`src/rtl/ex_muldiv_ctrl_if.sv`:
```
// rtl/ex_muldiv_ctrl_if.sv - EX-stage mul/div request, result and stall bundle
//
// Purpose: groups the EX-stage request (start/op/operands), the pipeline
// hazard inputs (hilo_read/flush) and the sequencer outputs (busy, stall_req,
// done, div_by_zero, hi, lo) into one interface.
// Ports (signals):
//   start, op[1:0], operand_a, operand_b, hilo_read, flush  : pipeline -> sequencer
//   busy, stall_req, done, div_by_zero, hi, lo             : sequencer -> pipeline
// Modports: master = pipeline side, slave = sequencer side.
interface ex_muldiv_ctrl_if #(
    parameter int WIDTH = 32
);
    logic             start;
    logic [1:0]       op;
    logic [WIDTH-1:0] operand_a;
    logic [WIDTH-1:0] operand_b;
    logic             hilo_read;
    logic             flush;
    logic             busy;
    logic             stall_req;
    logic             done;
    logic             div_by_zero;
    logic [WIDTH-1:0] hi;
    logic [WIDTH-1:0] lo;

    modport master (
        output start, op, operand_a, operand_b, hilo_read, flush,
        input  busy, stall_req, done, div_by_zero, hi, lo
    );

    modport slave (
        input  start, op, operand_a, operand_b, hilo_read, flush,
        output busy, stall_req, done, div_by_zero, hi, lo
    );
endinterface

```
`src/rtl/ex_muldiv_ctrl.sv`:
```
// rtl/ex_muldiv_ctrl.sv - multi-cycle MULT/MULTU/DIV/DIVU sequencer owning HI/LO
//
// Purpose: runs one shift-add (multiply) or restoring shift-subtract (divide)
// step per clock on operand magnitudes, then applies sign correction and
// writes HI/LO. Total latency from accepted start to done is WIDTH+1 edges.
// Ports:
//   clk   : system clock, rising edge
//   reset : asynchronous active-high reset
//   bus   : ex_muldiv_ctrl_if.slave (request, hazard inputs, results, stall)
module ex_muldiv_ctrl #(
    parameter int WIDTH = 32
) (
    input  logic              clk,
    input  logic              reset,
    ex_muldiv_ctrl_if.slave   bus
);
    localparam int CW = $clog2(WIDTH + 1);

    typedef enum logic [1:0] {
        IDLE = 2'd0,
        RUN  = 2'd1,
        FIX  = 2'd2
    } state_t;

    state_t             state_q;
    logic [CW-1:0]      cnt_q;
    logic [2*WIDTH-1:0] acc_q;      // mul: {partial, multiplier}; div: {rem, quo}
    logic [WIDTH-1:0]   opnd_q;     // mul: multiplicand magnitude; div: divisor magnitude
    logic [WIDTH-1:0]   a_raw_q;    // raw dividend, returned in HI on divide by zero
    logic               is_div_q;
    logic               neg_q;      // negate product / quotient
    logic               neg_rem_q;  // negate remainder
    logic               dz_q;
    logic [WIDTH-1:0]   hi_q;
    logic [WIDTH-1:0]   lo_q;
    logic               done_q;
    logic               dz_out_q;

    // Request decode and operand magnitudes (unsigned ops keep raw bits).
    logic             req_signed;
    logic             req_div;
    logic             sign_a;
    logic             sign_b;
    logic [WIDTH-1:0] mag_a;
    logic [WIDTH-1:0] mag_b;

    always_comb begin
        req_signed = ~bus.op[0];
        req_div    = bus.op[1];
        sign_a     = req_signed & bus.operand_a[WIDTH-1];
        sign_b     = req_signed & bus.operand_b[WIDTH-1];
        mag_a      = sign_a ? (~bus.operand_a + 1'b1) : bus.operand_a;
        mag_b      = sign_b ? (~bus.operand_b + 1'b1) : bus.operand_b;
    end

    // One iteration step and the sign-corrected final result.
    logic [WIDTH:0]     mul_sum;
    logic [2*WIDTH-1:0] mul_d;
    logic [2*WIDTH:0]   div_sh;
    logic [WIDTH:0]     div_up;
    logic [WIDTH:0]     div_sub;
    logic [2*WIDTH-1:0] div_d;
    logic [2*WIDTH-1:0] step_d;
    logic [2*WIDTH-1:0] prod_c;
    logic [WIDTH-1:0]   quo_c;
    logic [WIDTH-1:0]   rem_c;
    logic [2*WIDTH-1:0] res_d;

    always_comb begin
        mul_sum = {1'b0, acc_q[2*WIDTH-1:WIDTH]} + (acc_q[0] ? {1'b0, opnd_q} : {(WIDTH+1){1'b0}});
        mul_d   = {mul_sum, acc_q[WIDTH-1:1]};

        // Shift {rem, quo} left; the carried-out bit joins the trial remainder.
        div_sh  = {acc_q, 1'b0};
        div_up  = div_sh[2*WIDTH:WIDTH];
        div_sub = div_up - {1'b0, opnd_q};
        div_d   = div_sh[2*WIDTH-1:0];
        if (div_up >= {1'b0, opnd_q}) begin
            div_d[2*WIDTH-1:WIDTH] = div_sub[WIDTH-1:0];
            div_d[0]               = 1'b1;
        end

        step_d = is_div_q ? div_d : mul_d;

        prod_c = neg_q ? (~acc_q + 1'b1) : acc_q;
        quo_c  = neg_q ? (~acc_q[WIDTH-1:0] + 1'b1) : acc_q[WIDTH-1:0];
        rem_c  = neg_rem_q ? (~acc_q[2*WIDTH-1:WIDTH] + 1'b1) : acc_q[2*WIDTH-1:WIDTH];
        if (dz_q) begin
            quo_c = {WIDTH{1'b1}};
            rem_c = a_raw_q;
        end
        res_d = is_div_q ? {rem_c, quo_c} : prod_c;
    end

    always_ff @(posedge clk or posedge reset) begin
        if (reset) begin
            state_q   <= IDLE;
            cnt_q     <= '0;
            acc_q     <= '0;
            opnd_q    <= '0;
            a_raw_q   <= '0;
            is_div_q  <= 1'b0;
            neg_q     <= 1'b0;
            neg_rem_q <= 1'b0;
            dz_q      <= 1'b0;
            hi_q      <= '0;
            lo_q      <= '0;
            done_q    <= 1'b0;
            dz_out_q  <= 1'b0;
        end else begin
            done_q   <= 1'b0;
            dz_out_q <= 1'b0;
            case (state_q)
                IDLE: begin
                    if (bus.start && !bus.flush) begin
                        state_q   <= RUN;
                        cnt_q     <= '0;
                        is_div_q  <= req_div;
                        neg_q     <= sign_a ^ sign_b;
                        neg_rem_q <= sign_a;
                        dz_q      <= req_div && (bus.operand_b == '0);
                        a_raw_q   <= bus.operand_a;
                        if (req_div) begin
                            acc_q  <= {{WIDTH{1'b0}}, mag_a};
                            opnd_q <= mag_b;
                        end else begin
                            acc_q  <= {{WIDTH{1'b0}}, mag_b};
                            opnd_q <= mag_a;
                        end
                    end
                end
                RUN: begin
                    if (bus.flush) begin
                        state_q <= IDLE;
                    end else begin
                        acc_q <= step_d;
                        if (cnt_q == CW'(WIDTH - 1)) begin
                            state_q <= FIX;
                        end else begin
                            cnt_q <= cnt_q + 1'b1;
                        end
                    end
                end
                FIX: begin
                    state_q <= IDLE;
                    // A squash arriving with the write cancels it entirely.
                    if (!bus.flush) begin
                        hi_q     <= res_d[2*WIDTH-1:WIDTH];
                        lo_q     <= res_d[WIDTH-1:0];
                        done_q   <= 1'b1;
                        dz_out_q <= dz_q;
                    end
                end
                default: state_q <= IDLE;
            endcase
        end
    end

    assign bus.busy        = (state_q != IDLE);
    assign bus.stall_req   = (state_q != IDLE) && (bus.hilo_read || bus.start);
    assign bus.done        = done_q;
    assign bus.div_by_zero = dz_out_q;
    assign bus.hi          = hi_q;
    assign bus.lo          = lo_q;
endmodule
```
`src/flat_wrapper.sv`:
```
// flat-port wrapper written by rule: the top's interface ports become plain ports
module ex_muldiv_ctrl_flat 
#(
    parameter int WIDTH = 32
)
  (clk, reset, bus_start, bus_op, bus_operand_a, bus_operand_b, bus_hilo_read, bus_flush, bus_busy, bus_stall_req, bus_done, bus_div_by_zero, bus_hi, bus_lo);
  ex_muldiv_ctrl_if #(.WIDTH(WIDTH)) bus_i ();
  input  logic clk;
  input  logic reset;
  input wire logic [$bits(bus_i.start)-1:0] bus_start;
  input wire logic [$bits(bus_i.op)-1:0] bus_op;
  input wire logic [$bits(bus_i.operand_a)-1:0] bus_operand_a;
  input wire logic [$bits(bus_i.operand_b)-1:0] bus_operand_b;
  input wire logic [$bits(bus_i.hilo_read)-1:0] bus_hilo_read;
  input wire logic [$bits(bus_i.flush)-1:0] bus_flush;
  output wire logic [$bits(bus_i.busy)-1:0] bus_busy;
  output wire logic [$bits(bus_i.stall_req)-1:0] bus_stall_req;
  output wire logic [$bits(bus_i.done)-1:0] bus_done;
  output wire logic [$bits(bus_i.div_by_zero)-1:0] bus_div_by_zero;
  output wire logic [$bits(bus_i.hi)-1:0] bus_hi;
  output wire logic [$bits(bus_i.lo)-1:0] bus_lo;
  assign bus_i.start = bus_start;
  assign bus_i.op = bus_op;
  assign bus_i.operand_a = bus_operand_a;
  assign bus_i.operand_b = bus_operand_b;
  assign bus_i.hilo_read = bus_hilo_read;
  assign bus_i.flush = bus_flush;
  assign bus_busy = bus_i.busy;
  assign bus_stall_req = bus_i.stall_req;
  assign bus_done = bus_i.done;
  assign bus_div_by_zero = bus_i.div_by_zero;
  assign bus_hi = bus_i.hi;
  assign bus_lo = bus_i.lo;
  ex_muldiv_ctrl #(.WIDTH(WIDTH)) u_core (.clk(clk), .reset(reset), .bus(bus_i));
endmodule
```
`config.mk`:
```
export PLATFORM = sky130hd
export DESIGN_NAME = ex_muldiv_ctrl_flat
export DESIGN_NICKNAME = d
export VERILOG_FILES = /design/src/rtl/ex_muldiv_ctrl_if.sv /design/src/rtl/ex_muldiv_ctrl.sv /design/src/flat_wrapper.sv
export SDC_FILE = /design/constraint.sdc
export NUM_CORES = 1
export LEC_CHECK = 0
export CORE_ASPECT_RATIO = 0.6
export CORE_MARGIN = 5
export CORE_UTILIZATION = 40
export DETAILED_ROUTE_END_ITERATION = 7
export PLACE_DENSITY = 0.63
export REMOVE_ABC_BUFFERS = 1
export SYNTH_ARGS = -nofsm -noshare
export SYNTH_HDL_FRONTEND = slang
export SYNTH_SLANG_ARGS = --single-unit
```
`constraint.sdc`:
```
create_clock -name clk -period 9.29 [get_ports clk]
set_clock_uncertainty 0.05 [all_clocks]
set_input_delay 1.3935 -clock clk [delete_from_list [all_inputs] [get_ports clk]]
set_output_delay 1.3935 -clock clk [all_outputs]
set_load 0.1 [all_outputs]
```
==> metrics.txt <==
# TYPE chip_impl_metric gauge
chip_impl_info{name="synth_top_family_by_area",value="compound AO/OA/AOI/OAI gates"} 1
chip_impl_metric{name="die_w",unit="um"} 274
chip_impl_metric{name="holdBufCountCts",unit=""} 0
chip_impl_metric{name="cp_data_arrival_time",unit="ns"} 4.97
chip_impl_metric{name="route.met3.wl",unit="um"} 5130
chip_impl_metric{name="worst_path_required",unit="ns"} 9.63
chip_impl_info{name="crit-reg2reg-capture",value="u_core.acc_q[50]"} 1
chip_impl_metric{name="vertical_die_dimension",unit="um"} 169
chip_impl_metric{name="via_per_inst",unit=""} 5.92
chip_impl_info{name="synth_area_leader_cell",value="sky130_fd_sc_hd__dfrtp_1"} 1
chip_impl_metric{name="power.density",unit="mW/mm^2"} 257
chip_impl_metric{name="drt_iter0_drc",unit=""} 1813
chip_impl_metric{name="placement_row_count",unit=""} 58
chip_impl_metric{name="timing_worst_slew_pin_value",unit="ns"} 1.31
chip_impl_metric{name="design.core.area",unit="mm^2"} 0.0417
chip_impl_metric{name="nNetsFinal",unit=""} 2358
chip_impl_info{name="class_of_the_worst_hold_path",value="reg -> reg"} 1
chip_impl_metric{name="vdd_ir_drop_max",unit="mV"} 0.156
chip_impl_metric{name="totalNegativeSetupSlack",unit="ns"} 0
chip_impl_metric{name="synth_cell_type_count",unit=""} 82
chip_impl_metric{name="hold_path_depth",unit=""} 2
chip_impl_info{name="yosys-top-cells-area",value="sky130_fd_sc_hd__dfrtp_1 31%, sky130_fd_sc_hd__nand2_1 6.6%, sky130_fd_sc_hd__a21oi_1 6.3%, sky130_fd_sc_hd__o21ai_0 5.6%, sky130_fd_sc_hd__nor2_1 5.5%"} 1
chip_impl_metric{name="numCtsBuffers",unit=""} 24
chip_impl_metric{name="grt_pass1_wl",unit="um"} 91300
chip_impl_metric{name="count_of_input_and_output_buffers",unit=""} 138
chip_impl_metric{name="synthDominantCellAreaShare",unit="%"} 30.8
chip_impl_metric{name="via_count_of_the_first_global_routing_pass",unit=""} 15500
chip_impl_metric{name="ys.warnings.count",unit=""} 0
chip_impl_info{name="min_from",value="u_core.a_raw_q[5]"} 1
chip_impl_metric{name="period_minus_slack",unit="ns"} 4.63
chip_impl_metric{name="globalRouteTotalUtil",unit="%"} 24.7
chip_impl_metric{name="wl_met1",unit="um"} 28400
chip_impl_metric{name="cts_sinks",unit=""} 206
chip_impl_metric{name="muxShareOfSynthArea",unit="%"} 4.38
chip_impl_metric{name="multiInputGateArea",unit="mm^2"} 0.0108
chip_impl_metric{name="synth-adder-area-share",unit="%"} 5.39
chip_impl_info{name="worstReg2RegStart",value="u_core.acc_q[32]"} 1
chip_impl_metric{name="met2_wirelength",unit="um"} 24300
chip_impl_metric{name="instance_count_of_the_mapped_netlist",unit=""} 2170
chip_impl_metric{name="synth_enable_flop_cells",unit=""} 0
chip_impl_metric{name="synth_simple_gate_area_share",unit="%"} 20.7
chip_impl_metric{name="placedInstanceArea",unit="mm^2"} 0.0185
chip_impl_metric{name="wl",unit="um"} 59000
chip_impl_metric{name="post-route-worst-setup-slack",unit="ns"} 4.66
chip_impl_metric{name="detailedRoute.firstPassIterationCount",unit=""} 6
chip_impl_info{name="setup.worst_path.start_class",value="register"} 1
chip_impl_metric{name="placed_cells",unit=""} 2760
chip_impl_metric{name="starting_utilization_of_the_core_area",unit="%"} 40.2
chip_impl_info{name="synth_common_cells",value="295 x sky130_fd_sc_hd__nand2_1, 247 x sky130_fd_sc_hd__nor2_1, 210 x sky130_fd_sc_hd__a21oi_1"} 1
chip_impl_metric{name="synth_sequential_area_ratio",unit="%"} 30.8
chip_impl_metric{name="clk_path_buf_depth",unit=""} 3
chip_impl_metric{name="maximum_number_of_pins_on_one_net_before_global_route_repair",unit=""} 85
chip_impl_metric{name="finalPower",unit="mW"} 4.97
chip_impl_metric{name="relative_slew_slack",unit="%"} 11.7
chip_impl_info{name="clk_root_buffer_cell",value="sky130_fd_sc_hd__clkbuf_16"} 1
chip_impl_metric{name="area_growth_syn_to_layout",unit="%"} 15.3
chip_impl_metric{name="place.detailed.hpwl",unit="um"} 44100
chip_impl_metric{name="full_die_area",unit="mm^2"} 0.0462
chip_impl_metric{name="timing.critical_path.fanout_max",unit=""} 39
chip_impl_metric{name="drive_above_1_share",unit="%"} 5.02
chip_impl_metric{name="area.sequential",unit="mm^2"} 0.00516
chip_impl_info{name="run_status",value="complete, no violations"} 1
chip_impl_metric{name="final_cells",unit=""} 2806
chip_impl_metric{name="syn_area",unit="mm^2"} 0.0168
chip_impl_metric{name="post_synth.cell_area_avg",unit="um^2"} 7.72
chip_impl_info{name="path_class",value="reg -> reg"} 1
chip_impl_info{name="worstHoldEndpoint",value="u_core.a_raw_q[5]"} 1
chip_impl_metric{name="final_instance_area",unit="mm^2"} 0.0193
chip_impl_metric{name="final_min_period_over_clock_period",unit="%"} 49.9
chip_impl_metric{name="globalRouteOverflowTotal",unit=""} 0
chip_impl_info{name="topRoutingLayerUsed",value="met4"} 1
chip_impl_metric{name="leakage",unit="nW"} 8.28
chip_impl_metric{name="num_io_pins",unit=""} 139
chip_impl_metric{name="routed_wire_length_per_instance",unit="um"} 21.0
chip_impl_metric{name="hold_viol_final",unit=""} 0
chip_impl_metric{name="cts_setup_buffers",unit=""} 0
chip_impl_metric{name="synth_compound_gate_area_share",unit="%"} 23.4
chip_impl_info{name="synth.most_common_cell",value="sky130_fd_sc_hd__nand2_1"} 1
chip_impl_metric{name="setup_viol_count_final",unit=""} 0
chip_impl_metric{name="final-max-slew-violation-count",unit=""} 0
chip_impl_metric{name="filler_cell_count",unit=""} 4164
chip_impl_metric{name="clk_pin_slew_worst_paths",unit="ns"} 0.06
chip_impl_metric{name="share_of_synthesized_registers_carrying_an_async_set_or_reset",unit="%"} 100
chip_impl_metric{name="setup.reg_to_reg.worst_slack",unit="ns"} 4.66
chip_impl_metric{name="htreeDepth",unit=""} 1
chip_impl_metric{name="synth_seq_cells",unit=""} 206
chip_impl_info{name="clock_tree_from_tritoncts",value="done"} 1
chip_impl_metric{name="grt_antenna_before_repair",unit=""} 1
chip_impl_info{name="unrepaired_setup_endpoints_after_global_routing",value="no"} 1
chip_impl_info{name="setup.worst_path.end_class",value="register"} 1
chip_impl_metric{name="ff2ff_path_depth",unit=""} 11
chip_impl_metric{name="detail_route.drc_violations",unit=""} 0
chip_impl_metric{name="synth-xor-area-share",unit="%"} 10.2
chip_impl_metric{name="pre_cts_ws",unit="ns"} 4.23
chip_impl_metric{name="clk_latency",unit="ns"} 0.54
chip_impl_metric{name="timing.max_cap.violations",unit=""} 0
chip_impl_metric{name="vias",unit=""} 16600
chip_impl_metric{name="fmax",unit="MHz"} 216
chip_impl_metric{name="drtAntennaViolNets",unit=""} 0
chip_impl_metric{name="finalWeightedCongestion",unit=""} 1.02
chip_impl_metric{name="post_cts_resize_count",unit=""} 0
chip_impl_info{name="yosys_most_used_dff",value="sky130_fd_sc_hd__dfrtp_1"} 1
placed cells by master (no fill, tap or decap), types with 16 or more instances in the layout:
cell                              count
sky130_fd_sc_hd__nand2_1            295
sky130_fd_sc_hd__nor2_1             244
sky130_fd_sc_hd__a21oi_1            210
sky130_fd_sc_hd__dfrtp_1            203
sky130_fd_sc_hd__o21ai_0            188
sky130_fd_sc_hd__clkdlybuf4s50_1    137
sky130_fd_sc_hd__xor2_1             101
sky130_fd_sc_hd__xnor2_1             95
sky130_fd_sc_hd__inv_1               73
sky130_fd_sc_hd__ha_1                69
sky130_fd_sc_hd__mux2i_1             61
sky130_fd_sc_hd__a21o_1              36
sky130_fd_sc_hd__nand3_1             35
sky130_fd_sc_hd__o31ai_1             29
sky130_fd_sc_hd__nor3_1              28
sky130_fd_sc_hd__or3_1               26
sky130_fd_sc_hd__o211ai_1            26
sky130_fd_sc_hd__clkbuf_16           25
sky130_fd_sc_hd__buf_4               25
sky130_fd_sc_hd__nor2b_1             18
sky130_fd_sc_hd__a31oi_1             18
sky130_fd_sc_hd__a211oi_1            16
routing by layer:
layer  vias up  global-route usage, %
li1       7745                      -
met1      8085                   38.5
met2       705                   35.3
met3        73                   4.76
met4         0                   4.89
met5         -                      0
kinds of logic after synthesis:
kind of cell	Yosys count
xor+xnor	196
mux	72
compound gates	646
fa+ha+maj	71
buf+inv	218
flops	206
simple gates	761
final cells by class:
type                            instances  area share (%)
Multi-Input combinational cell       1746            55.8
Sequential cell                       206            26.7
Timing Repair Buffer                  163            8.09
Clock buffer                           35            3.69
Tap cell                              570            3.69
Inverter                               75            1.50
Clock inverter                          8           0.505
Antenna cell                            3          0.0389
power breakdown:
part / switching [mW] / internal (mW)
combinational: 1.57 / 1.01
sequential: 0.334 / 1.06
clock: 0.408 / 0.587
worst max-delay path by stage:
| stage | from | to | slack, ns | cells after the start |
|---|---|---|---|---|
| after global routing | u_core.acc_q[0] | u_core.bus.hi[26] | 4.50 | 11 |
| after detailed placement | bus_operand_b[0] | u_core.acc_q[28] | 4.23 | 12 |
| final | u_core.acc_q[32] | u_core.acc_q[50] | 4.66 | 11 |
| after global placement | bus_operand_b[0] | u_core.acc_q[28] | 4.27 | 12 |
| after floorplan | reset | u_core.a_raw_q[0] | 2.22 | 1 |
| after CTS | bus_start | bus_stall_req | 4.67 | 4 |
flip-flops by register name, summed over array words and instances (netlist names), 2 cells and up:
register        count
u_core.acc_q       64
u_core.a_raw_q     32
u_core.bus.hi      32
u_core.bus.lo      32
u_core.opnd_q      32
u_core.cnt_q        6
u_core.state_q      2
worst max-delay path, stage by stage, from the launching register on:
cell and delay [ns]:
sky130_fd_sc_hd__dfrtp_1 0.64, sky130_fd_sc_hd__ha_1 0.34, sky130_fd_sc_hd__nor2b_1 0.14, sky130_fd_sc_hd__o31a_1 0.27
sky130_fd_sc_hd__o31ai_1 0.72, sky130_fd_sc_hd__a21oi_1 0.25, sky130_fd_sc_hd__or4b_1 0.62, sky130_fd_sc_hd__o211ai_4 0.17
sky130_fd_sc_hd__buf_4 0.53, sky130_fd_sc_hd__mux2_2 0.40, sky130_fd_sc_hd__a22oi_1 0.21, sky130_fd_sc_hd__o21ai_0 0.13
per-stage QoR:
stage | hold WS (ns) | utilization, %
3_3_place_gp | 0.413 | 44.4
6_report | 0.427 | 46.4
2_1_floorplan | 0.390 | -
4_1_cts | 0.429 | 46.4
5_1_grt | 0.449 | 46.4
3_5_place_dp | 0.415 | 44.4
Note: power is estimated with default switching activity, not from simulation.
